<file path="src/rtl/serial_add_ctrl.sv">
`default_nettype none
// ============================================================================
// Module      : serial_add_ctrl
// Description : Bit-serial adder/subtractor controller. Drives one external
//               combinational 1-bit full-adder cell for WIDTH cycles, LSB
//               first, holding the ripple carry between cycles in a register.
//               Subtraction is done as a + ~b + 1.
// Ports       : clk, rst          - clock, synchronous active-high reset
//               start, sub, cin   - request, operation select, add carry-in
//               a, b              - operands (sampled with an accepted start)
//               busy, done        - busy in RUN/DONE; one-cycle done pulse
//               sum, cout, ovf    - result, carry/no-borrow, signed overflow
//               fa_a, fa_b, fa_cin - drive to the full-adder cell
//               fa_sum, fa_cout   - same-cycle response from the cell
// Revision    : 1.0 - initial release
// ============================================================================
module serial_add_ctrl #(
    parameter int WIDTH = 8,
    parameter int CNT_W = 4
) (
    input  logic             clk,
    input  logic             rst,
    input  logic             start,
    input  logic             sub,
    input  logic             cin,
    input  logic [WIDTH-1:0] a,
    input  logic [WIDTH-1:0] b,
    output logic             busy,
    output logic             done,
    output logic [WIDTH-1:0] sum,
    output logic             cout,
    output logic             ovf,
    output logic             fa_a,
    output logic             fa_b,
    output logic             fa_cin,
    input  logic             fa_sum,
    input  logic             fa_cout
);

    localparam logic [1:0] c_idle = 2'd0;
    localparam logic [1:0] c_run  = 2'd1;
    localparam logic [1:0] c_done = 2'd2;

    logic [1:0]       r_state;
    logic [WIDTH-1:0] r_a_sh;
    logic [WIDTH-1:0] r_b_sh;
    logic [WIDTH-1:0] r_res_sh;
    logic [WIDTH-1:0] r_sum;
    logic             r_carry;
    logic             r_cout;
    logic             r_ovf;
    logic [CNT_W-1:0] r_cnt;

    logic             w_run;
    logic             w_last;
    logic [WIDTH-1:0] w_res_next;

    assign w_run      = (r_state == c_run);
    assign w_last     = (r_cnt == CNT_W'(WIDTH - 1));
    // Result bits arrive LSB first, so each new bit enters at the MSB and
    // after WIDTH shifts bit 0 has reached position 0.
    assign w_res_next = {fa_sum, r_res_sh[WIDTH-1:1]};

    always_ff @(posedge clk) begin
        if (rst) begin
            r_state  <= c_idle;
            r_a_sh   <= '0;
            r_b_sh   <= '0;
            r_res_sh <= '0;
            r_sum    <= '0;
            r_carry  <= 1'b0;
            r_cout   <= 1'b0;
            r_ovf    <= 1'b0;
            r_cnt    <= '0;
        end else begin
            case (r_state)
                c_idle: begin
                    if (start) begin
                        r_a_sh   <= a;
                        r_b_sh   <= sub ? ~b : b;
                        r_carry  <= sub ? 1'b1 : cin;
                        r_res_sh <= '0;
                        r_cnt    <= '0;
                        r_state  <= c_run;
                    end
                end
                c_run: begin
                    r_res_sh <= w_res_next;
                    r_a_sh   <= r_a_sh >> 1;
                    r_b_sh   <= r_b_sh >> 1;
                    r_carry  <= fa_cout;
                    r_cnt    <= r_cnt + 1'b1;
                    if (w_last) begin
                        r_sum   <= w_res_next;
                        r_cout  <= fa_cout;
                        // r_carry is the carry into the MSB on this edge.
                        r_ovf   <= r_carry ^ fa_cout;
                        r_state <= c_done;
                    end
                end
                c_done: begin
                    r_state <= c_idle;
                end
                default: begin
                    r_state <= c_idle;
                end
            endcase
        end
    end

    assign busy   = (r_state == c_run) || (r_state == c_done);
    assign done   = (r_state == c_done);
    assign sum    = r_sum;
    assign cout   = r_cout;
    assign ovf    = r_ovf;
    assign fa_a   = w_run & r_a_sh[0];
    assign fa_b   = w_run & r_b_sh[0];
    assign fa_cin = w_run & r_carry;

endmodule
`default_nettype wire

</file>
<file path="config.mk">
export PLATFORM = sky130hd
export DESIGN_NAME = serial_add_ctrl
export DESIGN_NICKNAME = d
export VERILOG_FILES = /design/src/rtl/serial_add_ctrl.sv
export SDC_FILE = /design/constraint.sdc
export NUM_CORES = 1
export LEC_CHECK = 0
export BUFFER_PORTS_ARGS = -buffer_cell sky130_fd_sc_hd__buf_2
export CORE_UTILIZATION = 57
export CTS_BUF_LIST = sky130_fd_sc_hd__clkbuf_16
export DETAILED_ROUTE_END_ITERATION = 6
export PLACE_DENSITY = 0.89
export SETUP_SLACK_MARGIN = 0.2
export SYNTH_ARGS = -nofsm -noshare
export SYNTH_HDL_FRONTEND = slang
export SYNTH_SLANG_ARGS = --single-unit
export TNS_END_PERCENT = 20
</file>
<file path="constraint.sdc">
create_clock -name clk -period 2.55 [get_ports clk]
set_input_delay 0.51 -clock clk [delete_from_list [all_inputs] [get_ports clk]]
set_output_delay 0.51 -clock clk [all_outputs]
set_load 0.05 [all_outputs]
</file>
## After elaboration in Yosys (flattened, before gate mapping)

Cells that the tools add are included.

- Register bits: 41
- Input port bits: 23
- Word-level logic and storage cells: 41

- $add $sub $neg: 1
- Eq/ne operators: 5
- Mux-type cells: 15
- Bitwise operators: 5
- Reductions and logical operators: 6

Operator list:

| cell | count |
|---|---|
| one-hot mux 8 bit (2 select lines) | 3 |
| 2-to-1 mux 8 bit | 4 |
| inverter 8 bit | 1 |
| one-hot mux 4 bit (2 select lines) | 1 |
| AND reduction 2 bit | 3 |
| adder 4 x 1 -> 4 bit, second input constant | 1 |
| equality test 4 x 3 -> 1 bit, second input constant | 1 |
| 2-to-1 mux 2 bit | 2 |
| 2-to-1 mux 4 bit | 1 |
| one-hot mux 2 bit (2 select lines) | 1 |
| AND 1 bit | 3 |
| equality test 2 x 1 -> 1 bit, second input constant | 1 |
| equality test 2 bit, second input constant | 1 |
| logical NOT 2 bit | 1 |
| 2-to-1 mux 1 bit | 2 |
| inequality test 2 x 1 -> 1 bit, second input constant | 1 |
| inequality test 2 bit, second input constant | 1 |
| one-hot mux 1 bit (2 select lines) | 1 |
| nonzero test 2 bit | 1 |
| logical OR 1 bit | 1 |
| bitwise XOR 1 bit | 1 |

## Logic depth before layout (Yosys ltp)

Gate-level depths: netlist (run 1).

- Depth in word-level cells: 4
- Depth in mapped cells: 7

## Worst setup path after synthesis (run 1)

No wires, ideal clock.

- Path type: register to output
- From: reg r_state[1]
- To: out fa_a
- Arrival time: 1.499 ns
- Path slack: 0.541 ns
- Stages on the path, launching flop included: 6
- Path through: dfxtp_1 inv_1 ha_1 buf_4 buf_1 and2_1

- Longest elaborated chain between the ends: 2

Ends and longest elaborated chain:

| item | RTL line | source |
|---|---|---|
| start: declaration | 44 | `logic [1:0] r_state;` |
| start signal: assignment | 66 | `r_state <= c_idle;` |
| start signal: assignment | 84 | `r_state <= c_run;` |
| start signal: assignment | 98 | `r_state <= c_done;` |
| equality test 2 x 1 -> 1 bit | 58 | `assign w_run = (r_state == c_run);` |
| AND 1 bit | 116 | `assign fa_a = w_run & r_a_sh[0];` |
| end: declaration | 33 | `output logic fa_a,` |

Every way passes these cells.

## Worst setup path in the final report (run 1)

- From: reg r_state[1]
- To: out fa_b

- Longest elaborated chain between the ends: 2

Ends and longest elaborated chain:

| item | RTL line | source |
|---|---|---|
| equality test 2 x 1 -> 1 bit | 58 |  |
| AND 1 bit | 117 | `assign fa_b = w_run & r_b_sh[0];` |
| end: declaration | 34 | `output logic fa_b,` |

Every way passes these cells.

==> results summary, run 1 <==
The initial antenna violation count is 0. The die extent in y came out at 58.0 um. The number of placement rows came out at 19. The total power divided by cell area is 783 nW/um2. Setup repair after global routing left no endpoint under its margin.

The remaining global-route overflow came out at 0. STA classifies the critical path endpoint as a primary output. The tightest slew margin relative to the limit is 66.8%.

Summed over all nets, the switching power comes to 0.485 mW. Dividing the detail-routed wire length by the instance count gives 14.1 um. The startpoint of the worst-slack reg-to-reg timing path is r_state[1]. The internal power component is 1.17 mW. The via count of the first global-routing pass came out at 1421. The buffer count from post-CTS setup fixing is 0.

The number of top-level pins came out at 38. The depth of the CTS H-tree came out at 2. The cell area after layout came out at 2120 um2. The class of the worst hold path is flip-flop to flip-flop.

The detailed-placement wirelength estimate is 2440 um. Including well taps, the total number of placed cells is 262. The initial detailed-routing violation count is 76.

The endpoint identified for the worst register-to-register timing path is r_a_sh[3]. Synthesis produced a netlist whose cell count is 204. The final critical path takes up 85.1% of the cycle. The first global-routing pass estimated 6540 um of wire.

The max-slew violation count is 0. Counting along the longest clock path gives a buffer depth of 2. The biggest area contributor in the post-synthesis netlist is sky130_fd_sc_hd__dfxtp_1.

The flow ran to the end, but the final reports show violations. For the worst setup path, the data arrival time is 1.66 ns. The cell area after synthesis came out at 1790 um2. The fraction of layout instances using a drive strength above 1 came out at 21.3%. The global-route total usage across every layer came out at 26.1%. Of the total power, registers draw 42.9%. The layout overhead on the synthesized area is 18.4%. The total leakage power came out at 0.867 nW. Detailed routing inserted a total of 1553 vias.

In the layout the commonest cells are 40 x sky130_fd_sc_hd__dfxtp_1, 37 x sky130_fd_sc_hd__buf_2, 30 x sky130_fd_sc_hd__nand2_1, 22 x sky130_fd_sc_hd__a21oi_1, 16 x sky130_fd_sc_hd__nor2_1. STA classifies the critical path startpoint as a flip-flop. The final net count is 265. The critical path is of the flip-flop to primary output type. The post-cts hold buffer count came out at 0. The area enclosed by the die boundary is 3360 um2. The area inside the core boundary came out at 2850 um2. The share of synthesized area in the top cell type comes to 44.8%. The tree built by TritonCTS fans out to 40 sinks. The post-route DRC violation count came out at 1. The highest fanout seen on the critical path came out at 28. Ranked by total cell area, the synthesized netlist is headed by sky130_fd_sc_hd__dfxtp_1 45%, sky130_fd_sc_hd__nand2_1 6.3%, sky130_fd_sc_hd__a21oi_1 6.2%. The filler cell count in the final layout is 203.

The post-layout minimum cycle time is 2.17 ns. The critical path data required time came out at 2.04 ns. The beginning of the worst hold path is r_b_sh[7]. For hold timing, the worst endpoint is r_b_sh[7]. The count of yosys warnings during synthesis came out at 0. Registers take 801 um2. The most used flip-flop cell after synthesis is sky130_fd_sc_hd__dfxtp_1. Once detail routing completed, the nets flagged for antenna violations numbered 0.

The antenna diode instance count came out at 0. The CTS clock-pin slew for the worst setup and hold paths came out at 0.05 ns. The relative contribution of combinational cells to total power came out at 21.6%. The number of setup violations in the final report is 0.

The sequential fraction of the synthesis area came out at 44.8%. The count of different cell masters after synthesis is 34. The cell count of the worst hold path came out at 2. The switching portion of total power came out at 29.3%. The most frequent standard cell in the layout excluding fill and tap cells is sky130_fd_sc_hd__dfxtp_1.

The post-CTS resize count came out at 0. The tree is rooted in a sky130_fd_sc_hd__clkbuf_16. The detail-routed via count per cell came out at 5.75. The worst IR drop on VDD came out at 0.000503 V. The slack of the worst reg-to-reg path came out at 0.66 ns. TritonCTS built the clock tree. The instance area at placement is 1980 um2. The share of flip-flops with an asynchronous set or reset is 0%.

The logic depth of the worst register-to-register path came out at 6. The total of buffers placed on input and output ports is 37. The largest net degree at the start of global routing came out at 29. The fraction of power consumed by the clock network is 35.5%.

The fmax is 461 MHz. Wires add up to 3790 um. The effective utilization at floorplan came out at 62.6%. The average footprint of a synthesized cell is 8.76 um2. The final hold violation count is 0.

The number of max-cap violations is 0. For this run, the number of standard cells in the final layout without fillers is 270. The total chip power came out at 1.66 mW. The number of nets handed over by synthesis was 231. The die span in x came out at 58.0 um.

The final RePlAce weighted congestion is 0.721. The final reports fail on DRC. The actual slew at the worst max-slew pin is 0.497 ns. The number of iterations in the first detailed-routing pass is 6.

The area occupied by multi-input gates came out at 900 um2. The number of flops mapped to enable cells by yosys came out at 0. The clock skew is 0.00239 ns. The flip-flop and latch count after synthesis is 40.

The number of clock buffers inserted by TritonCTS came out at 5. The final total negative setup slack is 0 ns. The insertion delay to the later sink of the worst-skew pair came out at 0.28 ns.
## critical path, stage by stage (launching register included)
cell	delay, ns
sky130_fd_sc_hd__dfxtp_1	0.33
sky130_fd_sc_hd__inv_1	0.10
sky130_fd_sc_hd__ha_1	0.20
sky130_fd_sc_hd__buf_4	0.32
sky130_fd_sc_hd__and2_1	0.17
sky130_fd_sc_hd__buf_2	0.25
## power groups by stage
stage          Combinational [mW]  Clock, mW  Sequential (mW)
2_1_floorplan               0.281          0            0.713
3_3_place_gp                0.341          0            0.719
3_5_place_dp                0.352          0            0.720
4_1_cts                     0.356      0.600            0.709
5_1_grt                     0.397      0.625            0.718
6_report                    0.357      0.588            0.711
## metal layers
layer | routed length, um | vias to the layer above | global-route usage, %
li1 | - | 775 | -
met1 | 1740 | 718 | 35.2
met5 | 0 | - | 0
met3 | 239 | 8 | 9.60
met4 | 74 | 0 | 11.9
met2 | 1740 | 52 | 37.1
## through the flow
stage          hold slack, ns  worst slack (ns)  utilization, %
4_1_cts                 0.446             0.380            74.2
3_3_place_gp            0.434             0.793            69.3
6_report                0.446             0.380            74.2
3_5_place_dp            0.439             0.736            69.3
2_1_floorplan           0.427             0.541               -
5_1_grt                 0.468             0.272            74.2
## sequential cells by signal (all words and copies together), names as in the netlist
signal,cells
sum,8
cout,1
r_res_sh,7
ovf,1
r_carry,1
r_cnt,4
r_b_sh,8
r_a_sh,8
r_state,2
## worst max-delay path by stage
stage	from	end	cells past startpoint
5_1_grt	r_state[1]	fa_b	5
6_report	r_state[1]	fa_b	5
4_1_cts	r_state[1]	fa_b	5
2_1_floorplan	r_state[1]	fa_a	5
3_3_place_gp	r_state[1]	fa_b	5
3_5_place_dp	r_state[1]	r_b_sh[1]	6
## synthesized netlist by cell type, types with 2 or more instances
master,number
sky130_fd_sc_hd__a211oi_1,9
sky130_fd_sc_hd__a21oi_1,22
sky130_fd_sc_hd__a32oi_1,8
sky130_fd_sc_hd__and2_1,3
sky130_fd_sc_hd__buf_2,5
sky130_fd_sc_hd__buf_4,2
sky130_fd_sc_hd__clkbuf_1,6
sky130_fd_sc_hd__dfxtp_1,40
sky130_fd_sc_hd__ha_1,4
sky130_fd_sc_hd__inv_1,3
sky130_fd_sc_hd__mux2i_1,8
sky130_fd_sc_hd__nand2_1,30
sky130_fd_sc_hd__nand2b_1,7
sky130_fd_sc_hd__nand3_1,5
sky130_fd_sc_hd__nor2_1,16
sky130_fd_sc_hd__nor2b_1,2
sky130_fd_sc_hd__o211ai_1,8
sky130_fd_sc_hd__o21ai_0,2
sky130_fd_sc_hd__or2b_1,2
sky130_fd_sc_hd__xor2_1,8
## cells by family after synthesis
family                   Yosys count  share of synthesized area (%)
AO/OA/AOI/OAI                     52                           19.0
XOR/XNOR                           9                           4.41
adder cells (fa/ha/maj)            4                           2.80
buffers and inverters             19                           4.83
flip-flops                        40                           44.8
multiplexers                       9                           5.11
AND/OR/NAND/NOR                   71                           19.0
## final cells by class
class	count	share of cell area, %
Tap cell	31	1.83
Clock buffer	5	5.91
Multi-Input combinational cell	145	42.5
Sequential cell	40	37.8
Inverter	4	0.710
Timing Repair Buffer	42	10.5
Clock inverter	3	0.651
(Power assumes the default switching activity.)
==> inputs of run 2 (changes only) <==
CORE_ASPECT_RATIO = 1.1   (was unset)
==> run 2 against run 1 <==
Against the previous run: highest routed layer unchanged; largest power group is now the clock network; count of clock-buffer cells in the layout unchanged; wire length down 2.8%; the run now ends clean; hold slack better by 0.0020 ns.
==> results summary, run 2 (synthesis gave the netlist of run 1 again) <==
The detail-routed via count per cell came out at 5.70 (-0.88%). The total chip power came out at 1.78 mW (+7.7%). The residual antenna-violating net count after detailed routing came out at 0 (unchanged). The total leakage power came out at 0.870 nW (+0.42%).

The critical path is of the flip-flop to primary output type. In the layout the commonest cells are 40 x sky130_fd_sc_hd__dfxtp_1, 37 x sky130_fd_sc_hd__buf_2, 30 x sky130_fd_sc_hd__nand2_1, 22 x sky130_fd_sc_hd__a21oi_1, 16 x sky130_fd_sc_hd__nor2_1. The sequential group share of total power is 39.8% (-3.1 points). The die extent in y is 60.7 um (+4.7%). The tightest slew margin relative to the limit came out at 66.5% (-0.39 points).

The sum of buffers and inverters on the critical path came to 2 (-1). The max-slew violation count is 0 (unchanged). The area inside the core boundary was 2880 um2 (+0.88%). The worst endpoint data arrival time came to 1.58 ns (-0.08 ns). The actual slew at the worst max-slew pin is 0.503 ns (+0.00580 ns). For this design, the slowest cell found on the critical path is sky130_fd_sc_hd__ha_2. The die span in x is 55.4 um (-4.5%). The number of placement rows came out at 20 (+1). The switching power is 0.505 mW (+4.1%). The final net count is 264 (-0.38%).

The aggregate routed wire length came to 3690 um (-2.8%). The post-route DRC violation count is 0 (-1). The antenna diode instance count is 0 (unchanged). The largest net degree at the start of global routing came out at 25 (-14%). The flow ran to the end, and the final reports show no timing, DRC or antenna violations.

The clock skew is 0.00485 ns (+0.00246 ns). The number of max-cap violations came to 0 (unchanged). The critical path data required time came out at 2.04 ns (about the same).

The instance area at placement came out at 1970 um2 (-0.25%). The worst IR drop on VDD came to 0.000843 V (+68%). The number of top-level pins came to 38 (unchanged). The post-layout minimum cycle time came to 2.09 ns (-0.0825 ns). The detailed-placement wirelength estimate is 2410 um (-1.2%).

The fraction of power consumed by the clock network is 40.6% (+5.1 points). The final RePlAce weighted congestion is 0.737 (+2.3%). The cell area after layout came to 2150 um2 (+1.4%). The depth of the CTS H-tree was 2 (unchanged). The CTS clock-pin slew for the worst setup and hold paths was 0.06 ns (about the same). The area enclosed by the die boundary came out at 3360 um2 (about the same). The initial antenna violation count is 0 (unchanged).

The via count of the first global-routing pass came to 1440 (+1.3%). Walking the worst path, the cells encountered are inv_1 > ha_2 > and2_1 > buf_2. The core occupancy in the finished layout is 74.6% (+0.40 points). The post-placement setup slack is 0.526 ns (-0.210 ns). The total of buffers placed on input and output ports is 37 (unchanged). The longest individual stage delay on the worst path is 0.44 ns (+0.11 ns). The vias after detailed routing came out at 1545 (-0.52%). The number of clock buffers inserted by TritonCTS came to 5 (unchanged).

The effective utilization at floorplan came to 62.1% (-0.54 points). The total clock sinks is 40 (unchanged). The final total negative setup slack came out at 0 ns (unchanged).

The relative contribution of combinational cells to total power was 19.6% (-2.0 points). The final worst-path setup slack came out at 0.462 ns (+0.0825 ns). The internal power component is 1.28 mW (+9.2%).

The layout overhead on the synthesized area came out at 20.1%. The global-route total usage across every layer came out at 23.7% (-2.3 points). The worst hold margin is 0.448 ns (+0.00195 ns). The fraction of layout instances using a drive strength above 1 was 21.8% (+0.51 points). STA classifies the critical path startpoint as a flip-flop.

The number of buffers on the longest clock path came out at 2 (unchanged). The kind of cell with the highest combined delay on the critical path is adder cells. Leaving out fill and tap cells, the most frequent cell in the layout is sky130_fd_sc_hd__dfxtp_1. The initial detailed-routing violation count was 42 (-45%).

The clock root buffer is sky130_fd_sc_hd__clkbuf_16. The share of the cycle needed by the critical path after routing is 81.9% (-3.2 points). The path class of the tightest hold or removal check is flip-flop to flip-flop. The fmax is 479 MHz (+3.9%).

TritonCTS built the clock tree. The placed instance count came out at 263 (+0.38%). The number of iterations in the first detailed-routing pass is 5 (-1).

The count of placed standard cells in the final layout, fillers left out was 271 (+0.37%). The global-route wire length before repair came out at 6110 um (-6.5%). The highest fanout seen on the critical path is 17 (-39%).

The insertion delay to the later sink of the worst-skew pair is 0.29 ns (about the same). The routed wirelength normalized by instance count came out at 13.6 um (-3.2%). The switching portion of total power is 28.3% (-0.97 points). The total power divided by cell area came to 831 nW/um2 (+6.2%). The filler cell count in the final layout is 215 (+5.9%). The capturing element type of the critical path is a primary output. Setup repair after global routing left no endpoint under its margin. The final hold violation count is 0 (unchanged).

The remaining global-route overflow is 0 (unchanged). The number of setup violations in the final report came to 0 (unchanged).
run 2: worst min-delay path, cell delays in order, from the launching register on:
cell	delay [ns]
sky130_fd_sc_hd__dfxtp_1	0.30
sky130_fd_sc_hd__nand2_1	0.05
sky130_fd_sc_hd__a21oi_1	0.05
run 2: final cells by class:
cell class	instances	area [um2]	share of cell area, %
clock buffers	5	125	5.83
clock inverters	3	46.3	2.16
inverters	4	15.0	0.700
multi-input cells	145	902	42.0
flip-flops and latches	40	801	37.3
well taps	33	41.3	1.92
repair buffers	41	215	10.0
run 2: final timing paths:
check	startpoint	end	slack [ns]	depth (start not counted)
max	r_state[1]	fa_b	0.46	4
min	r_b_sh[0]	r_b_sh[0]	0.45	2
max reg2reg	r_state[0]	r_cnt[3]	0.72	5
min reg2reg	r_b_sh[0]	r_b_sh[0]	0.45	2
run 2: power groups by stage:
stage / Sequential [mW] / Clock, mW / Combinational (mW)
3_5_place_dp: 0.721 / 0 / 0.344
6_report: 0.710 / 0.724 / 0.349
5_1_grt: 0.715 / 0.760 / 0.388
3_3_place_gp: 0.718 / 0 / 0.337
4_1_cts: 0.709 / 0.731 / 0.347
2_1_floorplan: 0.713 / 0 / 0.281
run 2: what timing repair did:
action / in CTS / in global routing
hold endpoints to repair: 0 / 0
setup buffers: 0 / 0
hold buffers: 0 / 0
resized for setup: 0 / 1
setup endpoints to repair: 0 / 3
run 2: per-layer routing:
layer	track usage (%)	vias up	wire length [um]
li1	-	779	-
met1	26.7	720	1670
met2	41.5	41	1800
met3	7.68	5	144
met4	11.8	0	68
met5	0	-	0
==> inputs of run 3 (changes only) <==
ABC_AREA = 1   (was unset)
CORE_UTILIZATION = 53   (was 57)
PLACE_DENSITY = 0.84   (was 0.89)
clock period = 2.1 ns   (was 2.55 ns; I/O delays follow)
==> run 3 against run 2 <==
Against the previous run: the run now ends with DRC left; clock skew decreased by 0.00076 ns; sequential power grew 20%; final cell count increased by 20%; non-clock buffer count up 1; core utilization down 6.2 points; synthesized cell count rose by 25%; via count is 8.0% higher; sequential cell count stayed put; global-route usage down 1.4 points; count of clock-buffer cells in the layout unchanged; power rose by 11%; area after synthesis rose by 2.2%; critical endpoint is now fa_cin.
==> results summary, run 3 <==
The total chip power is 1.97 mW (+11%). The detailed-placement wirelength estimate came out at 2550 um (+5.7%). The clock skew was 0.00409 ns (-0.000758 ns).

In this run the clock root is driven by a sky130_fd_sc_hd__clkbuf_16. The total clock sinks came out at 40 (unchanged). The final hold violation count came out at 0 (unchanged).

The effective utilization at floorplan is 57.9% (-4.2 points). The number of placement rows is 21 (+5.0%). For this design, the slowest cell found on the critical path is sky130_fd_sc_hd__dfxtp_1. The max-slew violation count came out at 0 (unchanged). The total power divided by cell area is 916 nW/um2 (+10%). The share of flip-flops with an asynchronous set or reset came to 0% (unchanged). The insertion delay to the later sink of the worst-skew pair came to 0.28 ns (about the same). The die span in x came out at 58.0 um (+4.6%).

The sum of buffers and inverters on the critical path is 3 (+1). The final RePlAce weighted congestion came to 0.744 (+0.96%). The number of setup violations in the final report came out at 0 (unchanged). The count of yosys warnings during synthesis came out at 0 (unchanged).

The final reports fail on DRC. The number of max-cap violations came out at 0 (unchanged). The run finished, with violations left. The aggregate routed wire length is 3690 um (about the same).

The number of clock buffers inserted by TritonCTS came out at 5 (unchanged). STA classifies the critical path startpoint as a flip-flop. The actual slew at the worst max-slew pin is 0.523 ns (+0.0196 ns). The sequential fraction of the synthesis area came to 43.9% (-0.95 points). The post-route DRC violation count was 2 (+2). The buffer count from post-CTS setup fixing came out at 0 (unchanged). The number of flops mapped to enable cells by yosys is 0 (unchanged). The antenna diode instance count came to 0 (unchanged). The global-route wire length before repair is 6390 um (+4.5%).

The final net count is 318 (+20%). In the layout the commonest cells are 92 x sky130_fd_sc_hd__nand2_1, 40 x sky130_fd_sc_hd__dfxtp_1, 37 x sky130_fd_sc_hd__buf_2, 32 x sky130_fd_sc_hd__a21oi_1, 25 x sky130_fd_sc_hd__nor2_1. The worst IR drop on VDD is 0.000547 V (-35%). Setup repair after global routing left no endpoint under its margin. By area the synthesized netlist is led by sky130_fd_sc_hd__dfxtp_1 44%, sky130_fd_sc_hd__nand2_1 19%, sky130_fd_sc_hd__a21oi_1 8.8%. The die extent in y is 63.6 um (+4.7%).

The cell area after synthesis came out at 1830 um2 (+2.2%). The initial detailed-routing violation count is 76 (+81%). The remaining global-route overflow was 0 (unchanged). The via count of the first global-routing pass came out at 1506 (+4.6%).

The number of instances in the synthesized netlist came out at 255 (+25%). The total of buffers placed on input and output ports came out at 37 (unchanged). The CTS clock-pin slew for the worst setup and hold paths is 0.06 ns (about the same). The worst setup path is captured at a primary output. The library cell appearing most often on the critical path is sky130_fd_sc_hd__inv_1. The worst endpoint data arrival time is 1.38 ns (-0.20 ns). The worst hold margin came out at 0.371 ns (-0.0774 ns). The initial antenna violation count came out at 0 (unchanged). The area enclosed by the die boundary is 3680 um2 (+9.5%). The number of iterations in the first detailed-routing pass came out at 6 (+1).

The global-route total usage across every layer came to 22.4% (-1.4 points). Walking the worst path, the cells encountered are inv_1 > ha_2 > nand2_1 > inv_1 > buf_2. The critical path data required time is 1.68 ns (-0.36 ns).

The fraction of layout instances using a drive strength above 1 is 19.9% (-2.0 points). The vias after detailed routing is 1669 (+8.0%). By instance count, the leading cell after synthesis is sky130_fd_sc_hd__nand2_1. The cell type with the largest total area after synthesis is sky130_fd_sc_hd__dfxtp_1. The total leakage power is 1.02 nW (+17%). Static timing analysis puts the maximum clock frequency at 557 MHz. The area inside the core boundary is 3150 um2 (+9.6%). The flip-flop and latch count after synthesis came out at 40 (unchanged). Leaving out fill and tap cells, the most frequent cell in the layout is sky130_fd_sc_hd__nand2_1. The largest net degree at the start of global routing was 22 (-12%). Among cell families on the critical path, the largest total delay comes from buffers and inverters. The longest individual stage delay on the worst path came to 0.33 ns (-0.11 ns). The routed wirelength normalized by instance count is 11.3 um (-17%). The layout overhead on the synthesized area came out at 18.0%. The top-area cell type share of the netlist area came out at 43.9% (-0.95 points). The class of the worst hold path is input port to flip-flop. The number of buffers on the longest clock path is 2 (unchanged). The tightest slew margin relative to the limit is 65.1% (-1.3 points). The depth of the CTS H-tree came out at 2 (unchanged). The count of different cell masters after synthesis came to 22 (-35%).

The number of top-level pins came out at 38 (unchanged). For this run, the leading register cell type out of synthesis is sky130_fd_sc_hd__dfxtp_1. The number of nets in the synthesized netlist is 282 (+22%). TritonCTS built the clock tree. The average footprint of a synthesized cell is 7.16 um2 (-18%).

The detail-routed via count per cell is 5.12 (-10%). The worst setup path category is flip-flop to primary output. The worst path in the final design needs a cycle of 1.80 ns, including I/O delays and setup. The residual antenna-violating net count after detailed routing is 0 (unchanged). The commonest cells after synthesis are 92 x sky130_fd_sc_hd__nand2_1, 40 x sky130_fd_sc_hd__dfxtp_1, 32 x sky130_fd_sc_hd__a21oi_1.

The final total negative setup slack is 0 ns (unchanged). The highest fanout seen on the critical path came out at 8 (-9). The share of the cycle needed by the critical path after routing is 85.5%.
[run 3: cell type report]
cell class | count | area (um2)
repair buffers | 42 | 235
inverters | 15 | 56.3
flip-flops and latches | 40 | 801
clock buffers | 5 | 125
multi-input cells | 187 | 876
well taps | 34 | 42.5
clock inverters | 3 | 18.8
fillers | 279 | 998
[run 3: what timing repair did]
| item | CTS | global route |
|---|---|---|
| hold buffers | 0 | 0 |
| resized for setup | 0 | 1 |
| setup endpoints to repair | 0 | 3 |
[run 3: through the flow]
| stage | cells | area [um2] | util (%) | worst slack (ns) |
|---|---|---|---|---|
| 2_1_floorplan | 255 | 1830 | - | 0.420 |
| 3_3_place_gp | 318 | 2010 | 63.7 | 0.524 |
| 3_5_place_dp | 318 | 2010 | 63.7 | 0.410 |
| 4_1_cts | 326 | 2150 | 68.3 | 0.202 |
| 5_1_grt | 326 | 2150 | 68.3 | 0.229 |
| 6_report | 326 | 2150 | 68.3 | 0.304 |
[run 3: worst register-to-register path, stage by stage (launching register included)]
cell and delay, ns:
sky130_fd_sc_hd__dfxtp_1 0.36, sky130_fd_sc_hd__inv_1 0.08, sky130_fd_sc_hd__ha_1 0.23, sky130_fd_sc_hd__inv_1 0.09
sky130_fd_sc_hd__nand2_1 0.06, sky130_fd_sc_hd__nand2_2 0.24, sky130_fd_sc_hd__inv_2 0.22, sky130_fd_sc_hd__nand2_1 0.10
sky130_fd_sc_hd__nand3_1 0.06, sky130_fd_sc_hd__nor2_1 0.12
[run 3: per-layer routing]
layer	vias to the layer above	routed length [um]	global-route usage [%]	part of all wire, %
li1	870	-	-	-
met3	9	226	5.54	6.1
met5	-	0	0	0
met4	0	65	9.23	1.8
met1	737	1660	27.8	45
met2	53	1740	36.4	47
[run 3: power by group]
part | internal, mW | total [mW] | switching (mW)
clock | 0.435 | 0.736 | 0.300
combinational | 0.132 | 0.384 | 0.251
sequential | 0.820 | 0.853 | 0.0335
total | 1.39 | 1.97 | 0.585
[run 3: worst paths after layout]
| path | slack, ns | endpoint | start | cells after the start |
|---|---|---|---|---|
| max | 0.30 | fa_cin | r_state[1] | 5 |
| min | 0.37 | r_carry | cin | 3 |
| max reg2reg | 0.47 | r_carry | r_state[1] | 9 |
| min reg2reg | 0.46 | sum[6] | sum[6] | 2 |
[run 3: cells by family after synthesis]
kind of cell / Yosys count / share of synthesized area (%)
flip-flops: 40 / 43.9
adder cells (fa/ha/maj): 4 / 2.74
XOR/XNOR: 9 / 4.32
AND/OR/NAND/NOR: 126 / 27.4
AO/OA/AOI/OAI: 48 / 13.4
buffers and inverters: 28 / 8.29
